### src/rtl/controller.sv
// Multicycle controller: Moore control FSM plus combinational ALU decoder.
// Every output except pcEn and alucontrol is a function of the state alone.
module controller (
  input  logic       clk,
  input  logic       reset,
  input  logic [5:0] op,
  input  logic [5:0] funct,
  input  logic       zero,
  output logic       pcEn,
  output logic       IorD,
  output logic       memwrite,
  output logic       IRwrite,
  output logic       regdst,
  output logic       memtoreg,
  output logic       regwrite,
  output logic       alusrcA,
  output logic [1:0] alusrcB,
  output logic [1:0] pcsrc,
  output logic [2:0] alucontrol,
  output logic [3:0] state
);

  typedef enum logic [3:0] {
    FETCH   = 4'd0,
    DECODE  = 4'd1,
    MEMADR  = 4'd2,
    MEMRD   = 4'd3,
    MEMWB   = 4'd4,
    MEMWR   = 4'd5,
    RTYPEEX = 4'd6,
    RTYPEWB = 4'd7,
    BEQEX   = 4'd8,
    ADDIEX  = 4'd9,
    ADDIWB  = 4'd10,
    JEX     = 4'd11
  } state_t;

  localparam logic [5:0] OP_LW   = 6'b100011;
  localparam logic [5:0] OP_SW   = 6'b101011;
  localparam logic [5:0] OP_RTYP = 6'b000000;
  localparam logic [5:0] OP_BEQ  = 6'b000100;
  localparam logic [5:0] OP_ADDI = 6'b001000;
  localparam logic [5:0] OP_J    = 6'b000010;

  state_t     state_q, state_d;
  logic       pcwrite, branch;
  logic [1:0] aluop;

  assign state = state_q;

  always_ff @(posedge clk or posedge reset) begin
    if (reset) state_q <= FETCH;
    else       state_q <= state_d;
  end

  // Unused codes 12-15 fall into the default and recover to FETCH.
  always_comb begin
    state_d = FETCH;
    case (state_q)
      FETCH:   state_d = DECODE;
      DECODE: begin
        case (op)
          OP_LW, OP_SW: state_d = MEMADR;
          OP_RTYP:      state_d = RTYPEEX;
          OP_BEQ:       state_d = BEQEX;
          OP_ADDI:      state_d = ADDIEX;
          OP_J:         state_d = JEX;
          default:      state_d = FETCH;
        endcase
      end
      MEMADR:  state_d = (op == OP_LW) ? MEMRD : MEMWR;
      MEMRD:   state_d = MEMWB;
      RTYPEEX: state_d = RTYPEWB;
      ADDIEX:  state_d = ADDIWB;
      default: state_d = FETCH;
    endcase
  end

  always_comb begin
    IorD     = 1'b0;
    memwrite = 1'b0;
    IRwrite  = 1'b0;
    regdst   = 1'b0;
    memtoreg = 1'b0;
    regwrite = 1'b0;
    alusrcA  = 1'b0;
    alusrcB  = 2'b00;
    pcsrc    = 2'b00;
    aluop    = 2'b00;
    pcwrite  = 1'b0;
    branch   = 1'b0;
    case (state_q)
      FETCH: begin
        IRwrite = 1'b1;
        pcwrite = 1'b1;
        alusrcB = 2'b01;
      end
      DECODE:  alusrcB = 2'b11;
      MEMADR: begin
        alusrcA = 1'b1;
        alusrcB = 2'b10;
      end
      MEMRD:   IorD = 1'b1;
      MEMWB: begin
        memtoreg = 1'b1;
        regwrite = 1'b1;
      end
      MEMWR: begin
        IorD     = 1'b1;
        memwrite = 1'b1;
      end
      RTYPEEX: begin
        alusrcA = 1'b1;
        aluop   = 2'b10;
      end
      RTYPEWB: begin
        regdst   = 1'b1;
        regwrite = 1'b1;
      end
      BEQEX: begin
        alusrcA = 1'b1;
        aluop   = 2'b01;
        pcsrc   = 2'b01;
        branch  = 1'b1;
      end
      ADDIEX: begin
        alusrcA = 1'b1;
        alusrcB = 2'b10;
      end
      ADDIWB:  regwrite = 1'b1;
      JEX: begin
        pcsrc   = 2'b10;
        pcwrite = 1'b1;
      end
      default: ;
    endcase
  end

  assign pcEn = pcwrite | (branch & zero);

  // aluop=11 is never produced; it shares the add fallback.
  always_comb begin
    alucontrol = 3'b010;
    case (aluop)
      2'b01: alucontrol = 3'b110;
      2'b10: begin
        case (funct)
          6'b100000: alucontrol = 3'b010;
          6'b100010: alucontrol = 3'b110;
          6'b100100: alucontrol = 3'b000;
          6'b100101: alucontrol = 3'b001;
          6'b101010: alucontrol = 3'b111;
          default:   alucontrol = 3'b010;
        endcase
      end
      default: alucontrol = 3'b010;
    endcase
  end

endmodule

### config.mk
export PLATFORM = sky130hd
export DESIGN_NAME = controller
export DESIGN_NICKNAME = d
export VERILOG_FILES = /design/src/rtl/controller.sv
export SDC_FILE = /design/constraint.sdc
export NUM_CORES = 1
export LEC_CHECK = 0
export ABC_CLOCK_PERIOD_IN_PS = 2410
export BUFFER_PORTS_ARGS = -buffer_cell sky130_fd_sc_hd__buf_2
export CAP_MARGIN = 0
export CORE_MARGIN = 2
export CORE_UTILIZATION = 41
export CTS_CLUSTER_DIAMETER = 120
export DETAILED_ROUTE_END_ITERATION = 7
export MAX_ROUTING_LAYER = met4
export PLACE_DENSITY = 0.77
export SETUP_SLACK_MARGIN = 0.15
export SLEW_MARGIN = 20
export SYNTH_ARGS = -nofsm -noshare
export SYNTH_HDL_FRONTEND = slang
export SYNTH_SLANG_ARGS = --single-unit
### constraint.sdc
create_clock -name clk -period 2.41 [get_ports clk]
set_input_delay 0.482 -clock clk [delete_from_list [all_inputs] [get_ports clk]]
set_output_delay 0.482 -clock clk [all_outputs]
set_load 0.05 [all_outputs]
==> flow_summary.yaml <==
route:
  drc: 0
  firstDrtPassIters: 4
  drt_iter0_drc: 13
  viasPerCell: 5.43
  vias: 749
  wire_per_inst_um: 13.0
  wirelength_mm: 1.79
  ant_nets: 0
final_layout:
  syn_to_final_growth_pct: 74.0
  fill_cells: 99
  drive_gt1_share_pct: 55.3
  diodes: 0
  fin_nets: 143
  largest_reg_flops: 4
  final_util_pct: 75.6
synth:
  synthTopCellsByCount: "inv_1, nor3_1, nor2_1"
  synthTopCellsByArea: "dfrtp_1, ha_1, nor3_1, nand2b_1, inv_1"
  yosysWarnings: 0
  yosys_most_used_dff: "dfrtp_1"
  synth_seq_cells: 4
  synth_cell_types: 34
  avgSynthCellArea_um2: 7.25
  async_flop_share_pct: 100
  synth-edff-count: 0
  yosysTopAreaCell: "dfrtp_1"
  synth_fp_nets: 95
  netlist_area_um2: 558
  netlist.area_leader.share_pct: 17.9
  syn_inst: 77
  yosysSeqAreaShare_pct: 17.9
sta:
  maxSlewViolCount: 0
  setup_viol: 2
  max_freq_ghz: 0.411
  holdWs_ps: 121
  fin_skew_ps: 3.24
  worst_slew_pin_slew_ps: 304
  period_minus_slack_ps: 2430
  max_slew_margin_pct: 79.7
  setup_slack_ps: -24.4
  finalHoldViolCount: 0
  fin_crit_sh_pct: 101
  rsz0062_at_grt: "true"
cts:
  cts_hold_buf: 0
  h-tree-depth: 1
  clockBufferDepth: 2
  cts_buffers: 3
  cts_tree: "done"
  clock-sinks: 4
  clock-root-buffer: "clkbuf_4"
  clk_latency_ps: 230
  path_clk_slew_ps: 40
power:
  p_int_mw: 0.398
  power_frac_comb_pct: 79.1
  p_seq_share_pct: 11.9
  swShare_pct: 56.5
  p_switching_mw: 0.517
  power.density_nw_per_um2: 942
  leakagePower_nw: 0.500
  max-vdd-ir-drop_mv: 0.562
  clkPwrFrac_pct: 9.0
grt:
  grt_pass1_vias: 611
  grt_max_degree: 10
  grt_pass1_wl_mm: 2.73
  antenna_found_initial: 0
  grtUsageTotal_pct: 26.0
  grt_remaining_overflow: 0
floorplanning:
  die_w_um: 40.9
  pin_count: 34
  die_h_um: 40.9
  dieArea_um2: 1670
  initial_core_util_pct: 43.4
  rows: 13
  coreArea_um2: 1280
worst_setup_path:
  reg2reg_from: "state[0]$_DFF_PP0_"
  setup.worst_path.end_class: "output pin"
  reg2reg_slack_ps: 700
  r2r-end: "state[2]$_DFF_PP0_"
  required_ps: 1930
  setup.worst_path.start: "state[0]$_DFF_PP0_"
  crit_path_start_kind: "flip-flop"
  rr_worst_depth: 6
  cp_max_fo: 3
  path_class: "reg2out"
  cp_data_arrival_time_ps: 1950
run_status:
  status: "finished, violations left"
  violations: "setup timing"
placed_design:
  place_congestion: 0.801
  hpwl_mm: 1.32
  io_buffer_count: 33
worst_hold_path:
  hold_path_class: "in2async"
flow_run:
  maxCapViolations: 0
metal layers:
metal	global-route usage [%]	vias up	wire length (µm)
li1	-	371	-
met1	30.9	350	806
met2	43.0	25	901
met3	5.43	3	74
met4	9.17	0	9
met5	-	-	0
power by group through the flow:
stage | clock network (mW) | registers [mW] | logic (mW)
4_1_cts | 0.0819 | 0.107 | 0.688
2_1_floorplan | 0 | 0.167 | 0.417
3_5_place_dp | 0 | 0.115 | 0.629
6_report | 0.0825 | 0.109 | 0.724
3_3_place_gp | 0 | 0.112 | 0.625
5_1_grt | 0.0899 | 0.112 | 0.763
cells in the final DEF, fill, tap and decap left out, types with 3 or more instances in the layout:
master     n
nor2_1     5
a21oi_1    5
inv_1      6
o211ai_1   3
dfrtp_2    4
nand2b_1   3
clkbuf_4   3
buf_2     28
nor3_1     6
buf_4     15
layout make-up:
type | instances | area, µm² | area share, %
Inverter | 7 | 26.3 | 2.71
Sequential cell | 4 | 105 | 10.8
Multi-Input combinational cell | 62 | 493 | 50.8
Clock buffer | 3 | 22.5 | 2.32
Tap cell | 15 | 18.8 | 1.93
Timing Repair Buffer | 47 | 305 | 31.4
cells by family after synthesis:
family	count (synthesis)	share of synthesized area, %
compound gates	15	18.8
xor+xnor	4	6.28
buf+inv	11	7.40
flops	4	17.9
fa+ha+maj	3	6.73
mux	1	1.79
simple gates	39	41.0
stage by stage:
step	instance area [µm²]	power (mW)	TNS [ps]	setup slack [ps]	cells
floorplan	633	0.585	-540	-364	77
global placement	841	0.738	0	53.8	128
detailed placement	841	0.744	0	14.7	128
CTS	932	0.877	0	4.69	136
global route	971	0.964	-218	-103	138
finish	971	0.915	-34.7	-24.4	138
repair_timing:
action	4_1_cts	5_1_grt
setup buffers	5	2
resized for setup	8	10
pin swaps	4	1
endpoints found under the setup margin	3	4
worst max-delay path: stages, from the launching register on:
cell and delay [ps]:
dfrtp_2 400, nand2b_4 140, or2_4 280, ha_4 280, nand4b_1 160, o41ai_4 260, buf_6 210
how the worst max path moves through the flow:
| stage | slack [ps] | endpoint |
|---|---|---|
| after detailed placement | 10 | alucontrol[2] |
| after floorplan | -360 | alucontrol[2] |
| after global routing | -100 | alucontrol[2] |
| after CTS | 5 | alucontrol[2] |
| after global placement | 50 | alucontrol[2] |
| final | -20 | alucontrol[2] |
Power figures use the tool's default switching activity.
